**config.mk**
```make
export PLATFORM = sky130hd
export DESIGN_NAME = seq_detect_fsm
export DESIGN_NICKNAME = d
export VERILOG_FILES = /design/src/rtl/seq_detect_pkg.sv /design/src/rtl/seq_detect_fsm.sv
export SDC_FILE = /design/constraint.sdc
export NUM_CORES = 1
export LEC_CHECK = 0
export BUFFER_PORTS_ARGS = -buffer_cell sky130_fd_sc_hd__clkbuf_2
export CORE_AREA = 2 2 39 41
export CTS_BUF_LIST = sky130_fd_sc_hd__clkbuf_2
export DETAILED_ROUTE_END_ITERATION = 8
export DIE_AREA = 0 0 41 43
export GPL_TIMING_DRIVEN = 0
export SYNTH_ARGS = -nofsm -noshare
export SYNTH_HDL_FRONTEND = slang
export SYNTH_SLANG_ARGS = --single-unit
```
**constraint.sdc**
```tcl
create_clock -name clk -period 2.07 [get_ports clk]
set_input_delay 0.414 -clock clk [delete_from_list [all_inputs] [get_ports clk]]
set_output_delay 0.414 -clock clk [all_outputs]
set_load 0.05 [all_outputs]
```
**src/rtl/seq_detect_pkg.sv**
```systemverilog
// seq_detect_pkg
//   Shared helpers for the serial pattern detector.
//   - st_w(pat_w): state register width, enough for S0..S(pat_w).
//   - fail_next(pattern, pat_w, k, b): KMP fallback state from Sk on a
//     mismatching bit b. Evaluated at elaboration only.
//   Pattern convention: first received bit is pattern[pat_w-1].
package seq_detect_pkg;

  localparam int unsigned PAT_W_MAX = 16;

  function automatic int unsigned st_w(input int unsigned pat_w);
    return $clog2(pat_w + 1);
  endfunction

  // Single-bit extraction by shift keeps the index expression width-neutral.
  function automatic logic bit_at(input logic [PAT_W_MAX:0] v,
                                  input int unsigned i);
    logic [PAT_W_MAX:0] t;
    t = v >> i;
    return t[0];
  endfunction

  // Longest proper suffix of (prefix_k, b) that is also a pattern prefix.
  // The string s holds prefix bits at s[0..k-1] (oldest first) and b at s[k].
  function automatic int unsigned fail_next(input logic [PAT_W_MAX-1:0] pattern,
                                            input int unsigned          pat_w,
                                            input int unsigned          k,
                                            input logic                 b);
    logic [PAT_W_MAX:0] s;
    logic [PAT_W_MAX:0] p;
    int unsigned        best;
    logic               ok;
    s    = '0;
    p    = {1'b0, pattern};
    best = 0;
    for (int unsigned i = 0; i < k; i++) begin
      if (bit_at(p, pat_w - 1 - i)) s = s | ((PAT_W_MAX+1)'(1) << i);
    end
    if (b) s = s | ((PAT_W_MAX+1)'(1) << k);
    for (int unsigned j = 1; j <= k; j++) begin
      ok = 1'b1;
      for (int unsigned t = 0; t < j; t++) begin
        if (bit_at(s, k + 1 - j + t) != bit_at(p, pat_w - 1 - t)) ok = 1'b0;
      end
      if (ok) best = j;
    end
    return best;
  endfunction

endpackage

```
**src/rtl/seq_detect_fsm.sv**
```systemverilog
// seq_detect_fsm
//   Parametrised serial pattern detector. State Sk means the first k pattern
//   bits have been matched; mismatches fall back along a KMP table built at
//   elaboration. Mealy (MOORE=0) flags a match in the cycle of the last bit;
//   Moore (MOORE=1) adds match state SM=PAT_W and flags one cycle later.
//   Optional feature macro: SEQDET_COUNT_EN adds a saturating match counter
//   and the match_count port.
// Ports
//   clk            in   rising-edge clock
//   reset          in   asynchronous active-high reset to S0
//   x              in   serial data bit
//   x_valid        in   x consumed only when high
//   clear          in   synchronous return to S0, beats x_valid
//   y              out  match indication
//   current_state  out  state register
//   next_state     out  combinational next state
//   match_count    out  saturating match count (SEQDET_COUNT_EN only)
module seq_detect_fsm
  import seq_detect_pkg::*;
#(
  parameter int unsigned         PAT_W   = 4,
  parameter logic [PAT_W-1:0]    PATTERN = 4'b1011,
  parameter int unsigned         MOORE   = 0,
  parameter int unsigned         OVERLAP = 1,
  parameter int unsigned         CNT_W   = 8,
  localparam int unsigned        STW     = st_w(PAT_W)
) (
  input  logic             clk,
  input  logic             reset,
  input  logic             x,
  input  logic             x_valid,
  input  logic             clear,
  output logic             y,
  output logic [STW-1:0]   current_state,
  output logic [STW-1:0]   next_state
`ifdef SEQDET_COUNT_EN
  ,
  output logic [CNT_W-1:0] match_count
`endif
);

  typedef enum logic [STW-1:0] {
    S0 = '0,
    SM = STW'(PAT_W)
  } state_e;

  localparam int unsigned    TBL_N    = 2 ** STW;
  localparam logic [STW-1:0] FAIL_END =
    STW'(fail_next(PAT_W_MAX'(PATTERN), PAT_W, PAT_W - 1, PATTERN[0]));
  // State from which the bit after a completion is interpreted.
  localparam logic [STW-1:0] BASE     = (OVERLAP != 0) ? FAIL_END : '0;
  localparam logic [STW-1:0] LAST     = STW'(PAT_W - 1);
  localparam logic [STW-1:0] TOP      = (MOORE != 0) ? STW'(PAT_W) : LAST;

  if (PAT_W < 2 || PAT_W > PAT_W_MAX || CNT_W < 1) begin : g_bad_cfg
    $error("seq_detect_fsm: PAT_W must be 2..16 and CNT_W >= 1");
  end

  state_e           r_state;
  logic [STW-1:0]   w_next;
  logic [STW-1:0]   w_eff;
  logic             w_done;
  logic [TBL_N-1:0] w_pbit;
  logic [STW-1:0]   w_fb0 [TBL_N];
  logic [STW-1:0]   w_fb1 [TBL_N];

  // Tables padded to a power of two so a full-width state indexes them.
  for (genvar gk = 0; gk < TBL_N; gk++) begin : g_tbl
    if (gk < PAT_W) begin : g_used
      assign w_pbit[gk] = PATTERN[PAT_W-1-gk];
      assign w_fb0[gk]  = STW'(fail_next(PAT_W_MAX'(PATTERN), PAT_W, gk, 1'b0));
      assign w_fb1[gk]  = STW'(fail_next(PAT_W_MAX'(PATTERN), PAT_W, gk, 1'b1));
    end else begin : g_pad
      assign w_pbit[gk] = 1'b0;
      assign w_fb0[gk]  = '0;
      assign w_fb1[gk]  = '0;
    end
  end

  // Next-state logic. SM is folded onto BASE so the match state needs no
  // table row of its own.
  always_comb begin
    w_eff  = r_state;
    w_next = r_state;
    w_done = 1'b0;
    if (MOORE != 0 && r_state == SM) w_eff = BASE;
    if (r_state > TOP) begin
      w_next = S0;
    end else if (clear) begin
      w_next = S0;
    end else if (x_valid) begin
      if (x == w_pbit[w_eff]) begin
        if (w_eff == LAST) begin
          w_done = 1'b1;
          w_next = (MOORE != 0) ? SM : BASE;
        end else begin
          w_next = w_eff + 1'b1;
        end
      end else begin
        w_next = x ? w_fb1[w_eff] : w_fb0[w_eff];
      end
    end
  end

  // Output logic.
  always_comb begin
    y = 1'b0;
    if (MOORE != 0) y = (r_state == SM);
    else            y = w_done;
  end

`ifdef SEQDET_COUNT_EN
  logic [CNT_W-1:0] r_count;

  always_ff @(posedge clk or posedge reset) begin
    if (reset) begin
      r_state <= S0;
      r_count <= '0;
    end else begin
      r_state <= state_e'(w_next);
      if (w_done && r_count != '1) r_count <= r_count + 1'b1;
    end
  end

  assign match_count = r_count;
`else
  always_ff @(posedge clk or posedge reset) begin
    if (reset) r_state <= S0;
    else       r_state <= state_e'(w_next);
  end
`endif

  assign current_state = r_state;
  assign next_state    = w_next;

endmodule
```
==> metrics.cfg <==
[sta]
final_max_slew_viol_count=0
skew_ns=0.000431
setup-tns-final_ns=-0.219
fin_ws_ns=-0.186
timing.fmax_mhz=443
hold_viol=0
finalSetupViolations=2
timing.final.crit_share=1.09
layout_min_cycle_time_ns=2.26
rsz0062_at_grt=true

[synth]
yosysWarnings=0
syn_inst=31
synth_cell_types=19
syn-cell-area_um2=270
postSynthAreaPerCell_um2=8.72
synth-seq-area-share=0.278
synth-seq-cells=3

[place]
dp_slack_ns=-0.107
postPlaceCellArea_um2=379
io_buffers=10
hpwlAfterDp_um=530
place.gp.congestion=0.716

[hold_path]
hold_class=in2async

[floorplan]
die_h_um=43
initial_core_util=0.195
dieWidth_um=41
ios=12
dieArea_mm2=0.00176
num_rows=14
coreArea_mm2=0.00138

[setup_path]
cp_slowest_cell=dfrtp_2
crit_family=compound AO/OA/AOI/OAI gates
cp_max_fo=6
worstSetupStartpointType=flip-flop
endpoint_kind=output port
path_class=reg2out
crit_chain=ha_4 > or3b_1 > a21o_1 > a311oi_4 > buf_8
path_buf_inv=1
cp.arrival_ns=1.84
critPathRequiredTime_ns=1.66
slowest_delay_ns=0.45

[run_status]
violations=negative setup slack
status=finished with violations

[route]
wl_per_cell_um=10.1
ant_nets=0
viasPerCell=4.29
dr.pass1.iters=3
drc_errors=0
routed_wl_um=669
drt_iter0_markers=4
num_vias=283

[clock_network]
cts.sinks=3
cts_tree=yes
clk_pin_slew_ns=0.04
clk_latency_ns=0.20
cts_hold_buf=0
cts_buffers=3
cts_buffer_depth=2
htree_num_levels=1
cts_root_buf=clkbuf_2

[job]
max-cap-violations=0

[finish]
syn_to_final_growth_pct=72.2
drive_above_1_share=0.560
diodes=0
final_util=0.336
nets=59
final_cell_area_um2=465
fillers=150
largest_register_ffs=3

[pwr]
p_comb_frac=0.301
seqPwrFrac=0.314
p_switching_uw=75.1
p_leak_uw=0.000210
powerDensity_mw_per_mm2=458
vdd_drop_max_uv=127
clockPowerShare=0.385
intPower_uw=138
swShare=0.353

[global_route]
grt_pass1_vias=278
grt_pass1_wl_um=1140
grtUsageTotal=0.0963
gr-total-overflow=0
antenna_found_initial=0
grt_max_degree=10

-- power by group through the flow --
| stage | combinational, uW | sequential (uW) | clock [uW] |
|---|---|---|---|
| global route | 69.3 | 67.4 | 93.3 |
| global placement | 53.7 | 67.9 | 0 |
| detailed placement | 55.1 | 67.9 | 0 |
| finish | 64.2 | 66.9 | 82.1 |
| CTS | 62.7 | 67.0 | 85.4 |
| floorplan | 32.0 | 75.6 | 0 |
-- synth_stat cells --
| master | n | area share |
|---|---|---|
| nand2_1 | 1 | 0.014 |
| o211ai_1 | 2 | 0.056 |
| xor2_1 | 1 | 0.032 |
| nand4bb_1 | 1 | 0.042 |
| and2b_2 | 1 | 0.032 |
| conb_1 | 1 | 0.014 |
| ha_1 | 3 | 0.14 |
| inv_1 | 3 | 0.042 |
| a21o_1 | 1 | 0.028 |
| nor2_1 | 4 | 0.056 |
| buf_4 | 1 | 0.028 |
| nand3_1 | 2 | 0.037 |
| a311oi_2 | 1 | 0.056 |
| dfrtp_1 | 3 | 0.28 |
| a31oi_1 | 1 | 0.023 |
| or3b_1 | 1 | 0.032 |
| nand3b_1 | 1 | 0.028 |
| o21ai_0 | 2 | 0.037 |
| or3_2 | 1 | 0.028 |
-- stage by stage --
step / cells / hold slack (ns) / power, uW
global placement: 58 / 0.261 / 122
CTS: 65 / 0.0397 / 215
detailed placement: 58 / 0.265 / 123
finish: 66 / 0.0446 / 213
global route: 66 / 0.0534 / 230
floorplan: 32 / 0.168 / 108
-- kinds of logic (layout without fill, tap and decap cells) --
group | Yosys count | after routing | synth area share
AOI/OAI and AO/OA | 7 | 7 | 0.199
DFF | 3 | 3 | 0.278
adders and majority gates | 3 | 3 | 0.139
other | 1 | 2 | 0.0139
buffers and inverters | 4 | 22 | 0.0695
and+or+nand+nor | 12 | 12 | 0.269
xor gates and xnor gates | 1 | 1 | 0.0324
-- placed cells by master (no fill, tap or decap), types with 2 or more instances in the layout --
cell / instances
dfrtp_2: 2
buf_6: 3
conb_1: 2
o211ai_1: 2
nand3_1: 2
clkbuf_2: 11
o21ai_0: 2
buf_4: 3
nor2_1: 3
ha_1: 2
inv_1: 2
-- metal layers --
layer	vias up	track usage	wire length [um]
li1	147	-	-
met1	126	0.106	256
met2	8	0.150	367
met3	2	0.0157	37
met4	0	0.0800	8
met5	-	0	0
-- what timing repair did --
action                     CTS  global route
setup endpoints to repair    2             3
gates resized for setup      7             4
buffers inserted             3             1
pin swaps                    1             2
-- layout make-up --
type,instances,area [um^2],area share
Buffer,1,7.51,0.0161
Clock buffer,4,20.0,0.0430
Inverter,3,11.3,0.0242
Multi-Input combinational cell,25,216,0.465
Sequential cell,3,77.6,0.167
Tap cell,16,20.0,0.0430
Timing Repair Buffer,14,113,0.242
-- path summary, 6_finish.rpt --
path / start / endpoint / slack, ns / cells past startpoint
worst max-delay path: current_state[0] / next_state[1] / -0.19 / 5
worst min-delay path: reset / current_state[2] / 0.04 / 2
worst max register to register: current_state[0] / current_state[1] / 0.50 / 4
worst min register to register: current_state[1] / current_state[0] / 0.72 / 3
max in group asynchronous: reset / current_state[0] / 1.89 / 2
min in group clk: clear / current_state[0] / 0.53 / 4
No activity file was read; power rests on OpenSTA's default activity.
